--- src/rtl/caf_foas_loader.sv ---
// Transmitter side of the CAF frequency-step load: streams a symmetric offset grid of foas bins
// (magnitude + neg_shift) over valid/ready. Optional hold input under `CAF_FOAS_LOADER_HOLD_EN.
module caf_foas_loader #(
    parameter int phase_bits        = 10,
    parameter int foas              = 3,
    parameter int foas_counter_bits = 3
) (
    input  logic                         clk,
    input  logic                         rst,
    input  logic                         start,
    input  logic [phase_bits-1:0]        step_size,
    output logic                         busy,
    output logic                         done,
    output logic                         err,
    output logic                         m_axis_freq_step_tvalid,
    output logic [phase_bits-1:0]        freq_step,
    output logic                         neg_shift,
    input  logic                         freq_step_tready,
    output logic [foas_counter_bits-1:0] freq_step_index
`ifdef CAF_FOAS_LOADER_HOLD_EN
    ,
    input  logic                         hold
`endif
);

    localparam int HALF        = (foas - 1) / 2;
    localparam int PREP_CYCLES = (HALF == 0) ? 1 : HALF;
    localparam bit GROW        = (foas > 1);

    localparam logic [foas_counter_bits-1:0] PREP_LAST = foas_counter_bits'(PREP_CYCLES);
    localparam logic [foas_counter_bits-1:0] IDX_LAST  = foas_counter_bits'(foas - 1);
    localparam logic [foas_counter_bits-1:0] CNT_ONE   = foas_counter_bits'(1);
    localparam logic [foas_counter_bits-1:0] CNT_ZERO  = '0;
    localparam logic [phase_bits-1:0]        MAG_ZERO  = '0;

    typedef enum logic [1:0] {
        ST_IDLE = 2'd0,
        ST_PREP = 2'd1,
        ST_SEND = 2'd2
    } state_t;

    state_t                         state_r;
    logic [phase_bits-1:0]          step_r;
    logic [phase_bits-1:0]          mag_r;
    logic                           neg_r;
    logic [foas_counter_bits-1:0]   idx_r;
    logic [foas_counter_bits-1:0]   prep_cnt_r;
    logic                           tvalid_r;
    logic                           busy_r;
    logic                           done_r;
    logic                           err_r;

    logic [phase_bits:0]            sum_s;
    logic [phase_bits-1:0]          diff_s;
    logic                           tvalid_s;
    logic                           xfer_s;

    // One extra bit on the sum exposes the grid overflow as a carry.
    function automatic logic [phase_bits:0] mag_up(input logic [phase_bits-1:0] mag,
                                                   input logic [phase_bits-1:0] step);
        return {1'b0, mag} + {1'b0, step};
    endfunction

    function automatic logic [phase_bits-1:0] mag_down(input logic [phase_bits-1:0] mag,
                                                       input logic [phase_bits-1:0] step);
        return mag - step;
    endfunction

    // Magnitude arithmetic shared by PREP growth and SEND stepping.
    always_comb begin
        sum_s  = mag_up(mag_r, step_r);
        diff_s = mag_down(mag_r, step_r);
    end

`ifdef CAF_FOAS_LOADER_HOLD_EN
    // Hold masks the registered valid, which also freezes idx/mag/neg since no transfer can occur.
    always_comb begin
        if (state_r == ST_SEND) begin
            tvalid_s = tvalid_r & ~hold;
        end else begin
            tvalid_s = tvalid_r;
        end
    end
`else
    // Valid comes straight from the FSM register.
    always_comb begin
        tvalid_s = tvalid_r;
    end
`endif

    assign xfer_s = tvalid_s & freq_step_tready;

    // Load sequencer: IDLE -> PREP (walk out to the most negative bin) -> SEND (stream bins).
    always_ff @(posedge clk) begin
        if (rst) begin
            state_r    <= ST_IDLE;
            step_r     <= MAG_ZERO;
            mag_r      <= MAG_ZERO;
            neg_r      <= 1'b0;
            idx_r      <= CNT_ZERO;
            prep_cnt_r <= CNT_ZERO;
            tvalid_r   <= 1'b0;
            busy_r     <= 1'b0;
            done_r     <= 1'b0;
            err_r      <= 1'b0;
        end else begin
            done_r <= 1'b0;
            err_r  <= 1'b0;
            case (state_r)
                ST_IDLE: begin
                    if (start) begin
                        step_r     <= step_size;
                        mag_r      <= MAG_ZERO;
                        neg_r      <= 1'b0;
                        idx_r      <= CNT_ZERO;
                        prep_cnt_r <= CNT_ZERO;
                        busy_r     <= 1'b1;
                        state_r    <= ST_PREP;
                    end else begin
                        state_r    <= ST_IDLE;
                    end
                end
                ST_PREP: begin
                    if (prep_cnt_r == PREP_LAST) begin
                        idx_r    <= CNT_ZERO;
                        neg_r    <= (mag_r != MAG_ZERO);
                        tvalid_r <= 1'b1;
                        state_r  <= ST_SEND;
                    end else if (GROW && sum_s[phase_bits]) begin
                        // Outermost magnitude does not fit: abort before any bin is shown.
                        err_r   <= 1'b1;
                        busy_r  <= 1'b0;
                        state_r <= ST_IDLE;
                    end else begin
                        if (GROW) begin
                            mag_r <= sum_s[phase_bits-1:0];
                        end else begin
                            mag_r <= MAG_ZERO;
                        end
                        prep_cnt_r <= prep_cnt_r + CNT_ONE;
                    end
                end
                ST_SEND: begin
                    if (xfer_s) begin
                        if (idx_r == IDX_LAST) begin
                            tvalid_r <= 1'b0;
                            done_r   <= 1'b1;
                            busy_r   <= 1'b0;
                            state_r  <= ST_IDLE;
                        end else begin
                            idx_r <= idx_r + CNT_ONE;
                            if (neg_r) begin
                                mag_r <= diff_s;
                                if (diff_s == MAG_ZERO) begin
                                    neg_r <= 1'b0;
                                end else begin
                                    neg_r <= 1'b1;
                                end
                            end else begin
                                mag_r <= sum_s[phase_bits-1:0];
                            end
                        end
                    end else begin
                        state_r <= ST_SEND;
                    end
                end
                default: begin
                    tvalid_r <= 1'b0;
                    busy_r   <= 1'b0;
                    state_r  <= ST_IDLE;
                end
            endcase
        end
    end

    assign busy                    = busy_r;
    assign done                    = done_r;
    assign err                     = err_r;
    assign m_axis_freq_step_tvalid = tvalid_s;
    assign freq_step               = mag_r;
    assign neg_shift               = neg_r;
    assign freq_step_index         = idx_r;

endmodule

--- config.mk ---
export PLATFORM = sky130hd
export DESIGN_NAME = caf_foas_loader
export DESIGN_NICKNAME = d
export VERILOG_FILES = /design/src/rtl/caf_foas_loader.sv
export SDC_FILE = /design/constraint.sdc
export NUM_CORES = 1
export LEC_CHECK = 0
export ABC_AREA = 0
export CORE_ASPECT_RATIO = 1.25
export CORE_MARGIN = 2
export CORE_UTILIZATION = 35
export CTS_CLUSTER_SIZE = 12
export DETAILED_ROUTE_END_ITERATION = 16
export HOLD_SLACK_MARGIN = 0.1
export MAX_ROUTING_LAYER = met4
export SYNTH_ARGS = -nofsm -noshare
export SYNTH_HDL_FRONTEND = slang
export SYNTH_SLANG_ARGS = --single-unit
export TNS_END_PERCENT = 1
--- constraint.sdc ---
create_clock -name clk -period 2.9 [get_ports clk]
set_input_delay 0.29 -clock clk [delete_from_list [all_inputs] [get_ports clk]]
set_output_delay 0.29 -clock clk [all_outputs]
set_load 0.05 [all_outputs]
# After elaboration in Yosys (flattened, before gate mapping)
# Index checks and enable logic that the tools add are counted.
totals:
  register_bits: 33
  in_bits: 14
  output_inout_bits: 18
  elab_cells: 85
op_classes:
  add_sub_neg: 4
  eq_ne: 14
  mux: 38
  bitwise: 5
  n_reduce_logical: 14
op_table:
  columns: ["cell", "count"]
  rows:
  - ["2-to-1 mux 10 bit", 6]
  - ["one-hot mux 10 bit (3 select lines)", 1]
  - ["2-to-1 mux 3 bit", 6]
  - ["!= test 2 bit, second input constant", 8]
  - ["2-to-1 mux 1 bit", 15]
  - ["adder 10 x 10 -> 11 bit", 1]
  - ["logical NOT 10 bit", 1]
  - ["AND reduction 5 bit", 2]
  - ["nonzero test 10 bit", 1]
  - ["subtractor 10 bit", 1]
  - ["one-hot mux 1 bit (3 select lines)", 3]
  - ["one-hot mux 3 bit (3 select lines)", 1]
  - ["2-to-1 mux 2 bit", 4]
  - ["AND reduction 4 bit", 2]
  - ["adder 3 x 1 -> 3 bit, second input constant", 2]
  - ["!= test 3 bit, second input constant", 2]
  - ["one-hot mux 2 bit (3 select lines)", 1]
  - ["one-hot mux 3 bit (2 select lines)", 1]
  - ["AND reduction 6 bit", 1]
  - ["OR reduction 3 bit", 2]
  - ["inverter 1 bit", 4]
  - ["AND reduction 2 bit", 2]
  - ["== test 3 x 1 -> 1 bit, second input constant", 1]
  - ["== test 3 x 2 -> 1 bit, second input constant", 1]
  - ["other kinds (6)", 6]

# Logic depth before layout (Yosys ltp)
# Gate-level depths: netlist of run 1.
logic_depth:
  ltp_word: 7
  depth_mapped: 10
  ltp_nobuf: 10

# Least setup slack after synthesis of run 1
# OpenSTA, ideal clock, no wires.
synth_path:
  kind: "flip-flop to flip-flop"
  from: "reg mag_r[0], in the netlist freq_step[0]"
  to: "reg state_r[0]"
  setup_ns: 0.070
  arrival_ns: 2.591
  t_required_ns: 2.830
  setup_slack_ns: 0.239
  path_stages_with_launch: 10
  path_buffers: 0
  cell_sequence: "dfxtp_1 ha_1 inv_1 fa_1 o21bai_1 a21oi_1 a21oi_1 o32ai_1 or3_1 a21oi_1"
synth_between:
  elab_chain_cells: 3
synth_lines:
  columns: ["element", "line_no", "rtl"]
  rows:
  - ["from (decl)", "44", "logic [phase_bits-1:0] mag_r;"]
  - ["from (signal assigned)", "136", "mag_r <= sum_s[phase_bits-1:0];"]
  - ["from (signal assigned)", "153", "mag_r <= diff_s;"]
  - ["from (signal assigned)", "160", "mag_r <= sum_s[phase_bits-1:0];"]
  - ["adder 10 x 10 -> 11 bit", "61", "return {1'b0, mag} + {1'b0, step};"]
  - ["!= test 3 bit (no line)", null, null]
  - ["AND reduction 2 bit (no line)", null, null]
  - ["to (signal assigned)", "96", "state_r <= ST_IDLE;"]
  - ["to (signal assigned)", "118", "state_r <= ST_PREP;"]
  - ["to (signal assigned)", "120", "state_r <= ST_IDLE;"]
  - ["to (decl)", "42", "state_t state_r;"]
# Every way passes these cells.
# A chain may end at the register's enable or synchronous reset.

# Worst setup path after layout of run 1
layout_path:
  from: "reg mag_r[0], in the netlist freq_step[0]"
  to: "reg neg_r, in the netlist neg_shift"
layout_between:
  elab_chain_cells: 7
  word_cells_on_any_way: 9
layout_lines:
  columns: ["element", "line_no", "rtl"]
  rows:
  - ["subtractor 10 bit", "66", "return mag - step;"]
  - ["logical NOT 10 bit", "154", "if (diff_s == MAG_ZERO) begin"]
  - ["2-to-1 mux 1 bit", "154", null]
  - ["2-to-1 mux 1 bit", "152", "if (neg_r) begin"]
  - ["2-to-1 mux 1 bit", "145", "if (idx_r == IDX_LAST) begin"]
  - ["2-to-1 mux 1 bit", "144", "if (xfer_s) begin"]
  - ["one-hot mux 1 bit (3 select lines) (*)", "109", "case (state_r)"]
  - ["to (signal assigned)", "126", "neg_r <= (mag_r != MAG_ZERO);"]
  - ["to (decl)", "45", "logic neg_r;"]
# Mark *: on every way between the ends. The rest lies on a longest branch, timed or not. The select of a mux whose other input is x is not followed.

==> impl_results.rst, run 1 <==
.. list-table::
   :header-rows: 1

   * - Metric
     - Value
   * - Outcome
     - finished, final reports clean
   * - # resized after CTS
     - 0
   * - Worst r2r path cells
     - 10
   * - Buf/Inv on CP
     - 2
   * - Number of clock sinks
     - 33
   * - Final setup vio count
     - 0
   * - Most frequent cells in the layout
     - sky130_fd_sc_hd__nand2_1 (45), sky130_fd_sc_hd__a21oi_1 (38), sky130_fd_sc_hd__dfxtp_1 (33), sky130_fd_sc_hd__clkdlybuf4s50_1 (31), sky130_fd_sc_hd__ha_1 (28)
   * - FP Rows
     - 35
   * - Fraction of the yosys area taken by sequential cells
     - between 20% and 30%
   * - Reg-to-reg slack, setup
     - ~97 ps
   * - Reg clk slew, reported paths
     - about 80 ps
   * - Post-CTS Repair Setup Buffers
     - 0
   * - Worst IR Drop VDD
     - around 0.00017 V
   * - Most common cell type on the critical path
     - sky130_fd_sc_hd__inv_1
   * - Post-Route WL
     - roughly 7.3 mm
   * - Wire length of the first global-routing pass
     - approximately 12 mm
   * - Nets in the synthesized netlist
     - between 300 and 400
   * - TritonCTS clock tree
     - done
   * - Total via count after detailed routing
     - about 2500
   * - Total half-perimeter wirelength after legalization and detailed placement
     - 5.659 mm
   * - Synthesized cell area
     - 2608 µm²
   * - Transition time at the pin with the least slew margin
     - approximately 600 ps
   * - IO Pins
     - 32
   * - Largest stage delay on the critical path
     - 500 ps
   * - Flip-flop and latch count after synthesis
     - 33
   * - Family with the most delay on the worst path
     - compound AO/OA/AOI/OAI gates
   * - Number of buffer cells added on primary ports
     - 31
   * - Leakage power
     - roughly 1.2 nW
   * - Area grow syn2layout
     - 19.82%
   * - Power density normalized to cell area
     - about 440 nW/µm²
   * - Maximum number of pins on one net before global-route repair
     - 26
   * - Cell-by-cell listing of the critical path
     - inv_1 -> ha_1 -> inv_1 -> fa_1 -> a21o_1 -> a221oi_1 -> xor2_1 -> a21boi_0 -> o2111ai_1 -> a22o_1
   * - Total of max-cap violations
     - 0
   * - Critical path peak fanout
     - 5
   * - Overall power consumption
     - 1.380 mW
   * - CTS root buf
     - sky130_fd_sc_hd__clkbuf_8
   * - Cells after DPL
     - 453
   * - Crit-path slowest cell
     - sky130_fd_sc_hd__a221oi_1
   * - CTS H-Tree Depth
     - 2
   * - Cell depth of the worst setup path
     - 10
   * - Die span in x
     - just over 80 µm
   * - Most common library cell in the layout ignoring fill and taps
     - sky130_fd_sc_hd__nand2_1
   * - Period utilisation layout
     - 96.67%
   * - CP required
     - around 3100 ps
   * - Final hold violation count
     - 0
   * - Summed area of non-filler cells in the final layout
     - between 3000 and 4000 µm²
   * - Number of global-route vias before repair
     - 2404
   * - Final Slew Violations
     - 0
   * - RSZ-0062 raised after global routing
     - false
   * - Worst Setup Path Type
     - reg -> reg
   * - Start point of the worst hold path
     - busy
   * - End point of the critical path
     - neg_shift
   * - Fraction of layout cells with a size suffix above 1
     - between 6 and 7%
   * - Largest buffer count on any clock path
     - 2
   * - Worst setup EP type
     - register
   * - Net Sw Frac
     - about 34%
   * - Antenna violations before repair
     - 0
   * - Clock power share
     - 34.6%
   * - Worst-Skew Late Latency
     - 300 ps
   * - Shortest period the worst path allows
     - 2803 ps
   * - Maximum clock rate
     - between 300 and 400 MHz
   * - Data arrival time of the worst path
     - 3000 ps
   * - Number of buffers inserted during clock tree synthesis
     - 5
   * - Capture instance of the worst register-to-register path
     - neg_shift
   * - DRC violations left
     - 0
   * - GP Congestion
     - about 0.93
   * - Floorplan die area
     - 8161 µm²
   * - Non-filler cells in the finished layout
     - about 460
   * - Internal power
     - 0.9097 mW
   * - Category of the worst setup path launch point
     - register
   * - Detailed-route wire length per cell
     - 15.76 µm
   * - Routed via count divided by cell count
     - ~5.4
   * - Setup Total Neg Slack
     - 0 ps
   * - Number of instances in the synthesized netlist
     - 340
   * - Combinational share of power
     - between 20 and 30%
   * - Tightest Hold Check Type
     - reg -> reg
   * - Overall fraction of global-route tracks in use
     - between 10% and 20%
   * - Number of antenna diodes
     - 0
   * - Number of distinct library cell variants in the gate-level netlist after synthesis
     - 61
   * - First element of the critical path
     - freq_step[0]
   * - Sequential Power Share
     - 36.4%
   * - Top flip-flop cell by instance count after synthesis
     - sky130_fd_sc_hd__dfxtp_1
   * - Floorplan die height
     - 100.5 µm
   * - Hold-fix buffer count after cts
     - 0
   * - Standard cell area after detailed placement
     - around 3000 µm²
   * - Global route overflow
     - 0
   * - First drt pass iteration count
     - 4
   * - Worst Skew
     - 4.288 ps
   * - Pre-CTS WS
     - about 100 ps
   * - Floorplan Core Area
     - ~7300 µm²
   * - Worst R2R Start
     - freq_step[0]
   * - DRT antenna net count
     - 0
   * - Count of flip-flops with a built-in enable after synthesis
     - 0
   * - Post-synthesis average cell area
     - about 7.7 µm²
   * - Fraction of synthesis flops using an asynchronous set or reset pin
     - 0%
   * - Slew Limit Headroom
     - just under 60%
   * - Final worst slack
     - roughly 97 ps
   * - Net switching component of the power
     - roughly 0.47 mW
   * - Starting Density
     - a little over a third
   * - Count of nets after finishing
     - between 400 and 500
   * - Synthesis warning total
     - 0
   * - Detailed Route Iter0 Violations
     - 227
==> how the worst min path moves through the flow <==
stage | end | slack (ps) | depth (start not counted)
final | busy | 460 | 2
after global routing | busy | 500 | 2
after CTS | busy | 470 | 2
after global placement | step_r[9] | 450 | 2
after floorplan | step_r[9] | 430 | 2
after detailed placement | busy | 460 | 2
==> synthesized netlist by cell type, types with 3 or more instances <==
master | instances | area, µm²
sky130_fd_sc_hd__nand2b_1 | 5 | 31.28
sky130_fd_sc_hd__a21o_1 | 4 | 30.03
sky130_fd_sc_hd__a31oi_1 | 8 | 50.05
sky130_fd_sc_hd__nor2b_1 | 7 | 43.79
sky130_fd_sc_hd__inv_1 | 23 | 86.33
sky130_fd_sc_hd__and3_1 | 4 | 25.02
sky130_fd_sc_hd__clkbuf_1 | 10 | 37.54
sky130_fd_sc_hd__a21oi_1 | 38 | 190.2
sky130_fd_sc_hd__nor3_1 | 6 | 30.03
sky130_fd_sc_hd__xor2_1 | 4 | 35.03
sky130_fd_sc_hd__nor2_1 | 25 | 93.84
sky130_fd_sc_hd__nand4_1 | 3 | 18.77
sky130_fd_sc_hd__a211oi_1 | 3 | 22.52
sky130_fd_sc_hd__nand2_1 | 45 | 168.9
sky130_fd_sc_hd__nand3_1 | 7 | 35.03
sky130_fd_sc_hd__or3_1 | 3 | 18.77
sky130_fd_sc_hd__o21ai_0 | 13 | 65.06
sky130_fd_sc_hd__buf_2 | 5 | 25.02
sky130_fd_sc_hd__dfxtp_1 | 33 | 660.6
sky130_fd_sc_hd__nor4_1 | 3 | 18.77
sky130_fd_sc_hd__o221a_2 | 3 | 33.78
sky130_fd_sc_hd__xnor2_1 | 6 | 52.55
sky130_fd_sc_hd__o2111ai_1 | 3 | 26.28
sky130_fd_sc_hd__ha_1 | 28 | 350.3
sky130_fd_sc_hd__nand3b_1 | 4 | 30.03
==> per-stage QoR <==
stage,util [%],hold WS [ps]
floorplan,-,426.0
global placement,41.08,448.6
detailed placement,41.08,459.0
CTS,42.72,470.6
global route,42.72,497.9
finish,42.72,464.1
==> power groups by stage <==
stage          Clock [mW]  Combinational [mW]  Sequential [mW]
3_3_place_gp            0               0.395            0.513
5_1_grt             0.509               0.437            0.507
4_1_cts             0.493               0.398            0.503
3_5_place_dp            0               0.397            0.514
6_report            0.478               0.400            0.503
2_1_floorplan           0               0.253            0.538
==> metal layers <==
layer | GRT usage [%] | vias up | part of all wire, %
met3 | 2.599 | 20 | 3.4
met4 | 9.518 | 0 | 3.8
met2 | 32.68 | 53 | 50
met1 | 23.32 | 1176 | 43
met5 | - | - | 0
li1 | - | 1261 | -
==> worst reg2reg max path, cell delays in order, from the launching register on <==
cell and delay, ps:
sky130_fd_sc_hd__dfxtp_1 360, sky130_fd_sc_hd__inv_1 90, sky130_fd_sc_hd__ha_1 160, sky130_fd_sc_hd__inv_1 60
sky130_fd_sc_hd__fa_1 440, sky130_fd_sc_hd__a21o_1 220, sky130_fd_sc_hd__a221oi_1 500, sky130_fd_sc_hd__xor2_1 270
sky130_fd_sc_hd__a21boi_0 230, sky130_fd_sc_hd__o2111ai_1 140, sky130_fd_sc_hd__a22o_1 220
==> layout make-up <==
class	instances	area (µm²)
Clock inverter	2	37.54
Sequential cell	33	660.6
Timing Repair Buffer	38	362.8
Clock buffer	6	82.58
Tap cell	92	115.1
Inverter	24	90.09
Multi-Input combinational cell	266	1775
Fill cell	746	4189
==> state kept, by name (all words and copies together), names as in the netlist <==
name                     flops
neg_shift                    1
busy                         1
freq_step_index              3
done                         1
m_axis_freq_step_tvalid      1
step_r                      10
err                          1
freq_step                   10
state_r                      2
prep_cnt_r                   3
==> logic make-up after synthesis <==
logic type | synth area share [%]
buffers and inverters | 6.574
adders and majority gates | 14.97
xor gates and xnor gates | 3.359
and+or+nand+nor | 22.84
muxes | 0.7678
AOI/OAI and AO/OA | 26.15
DFF | 25.34
No activity file was read; power rests on OpenSTA's default activity.
==> run 2: changes to the inputs <==
--- a/config.mk
+++ b/config.mk
@@ -9,6 +9,7 @@
 export CORE_ASPECT_RATIO = 1.25
 export CORE_MARGIN = 2
 export CORE_UTILIZATION = 35
+export CTS_CLUSTER_DIAMETER = 40
 export CTS_CLUSTER_SIZE = 12
 export DETAILED_ROUTE_END_ITERATION = 16
 export HOLD_SLACK_MARGIN = 0.1
==> results of run 2 <==
Same layout as run 1: the final DEF is identical, and so are final timing and power.
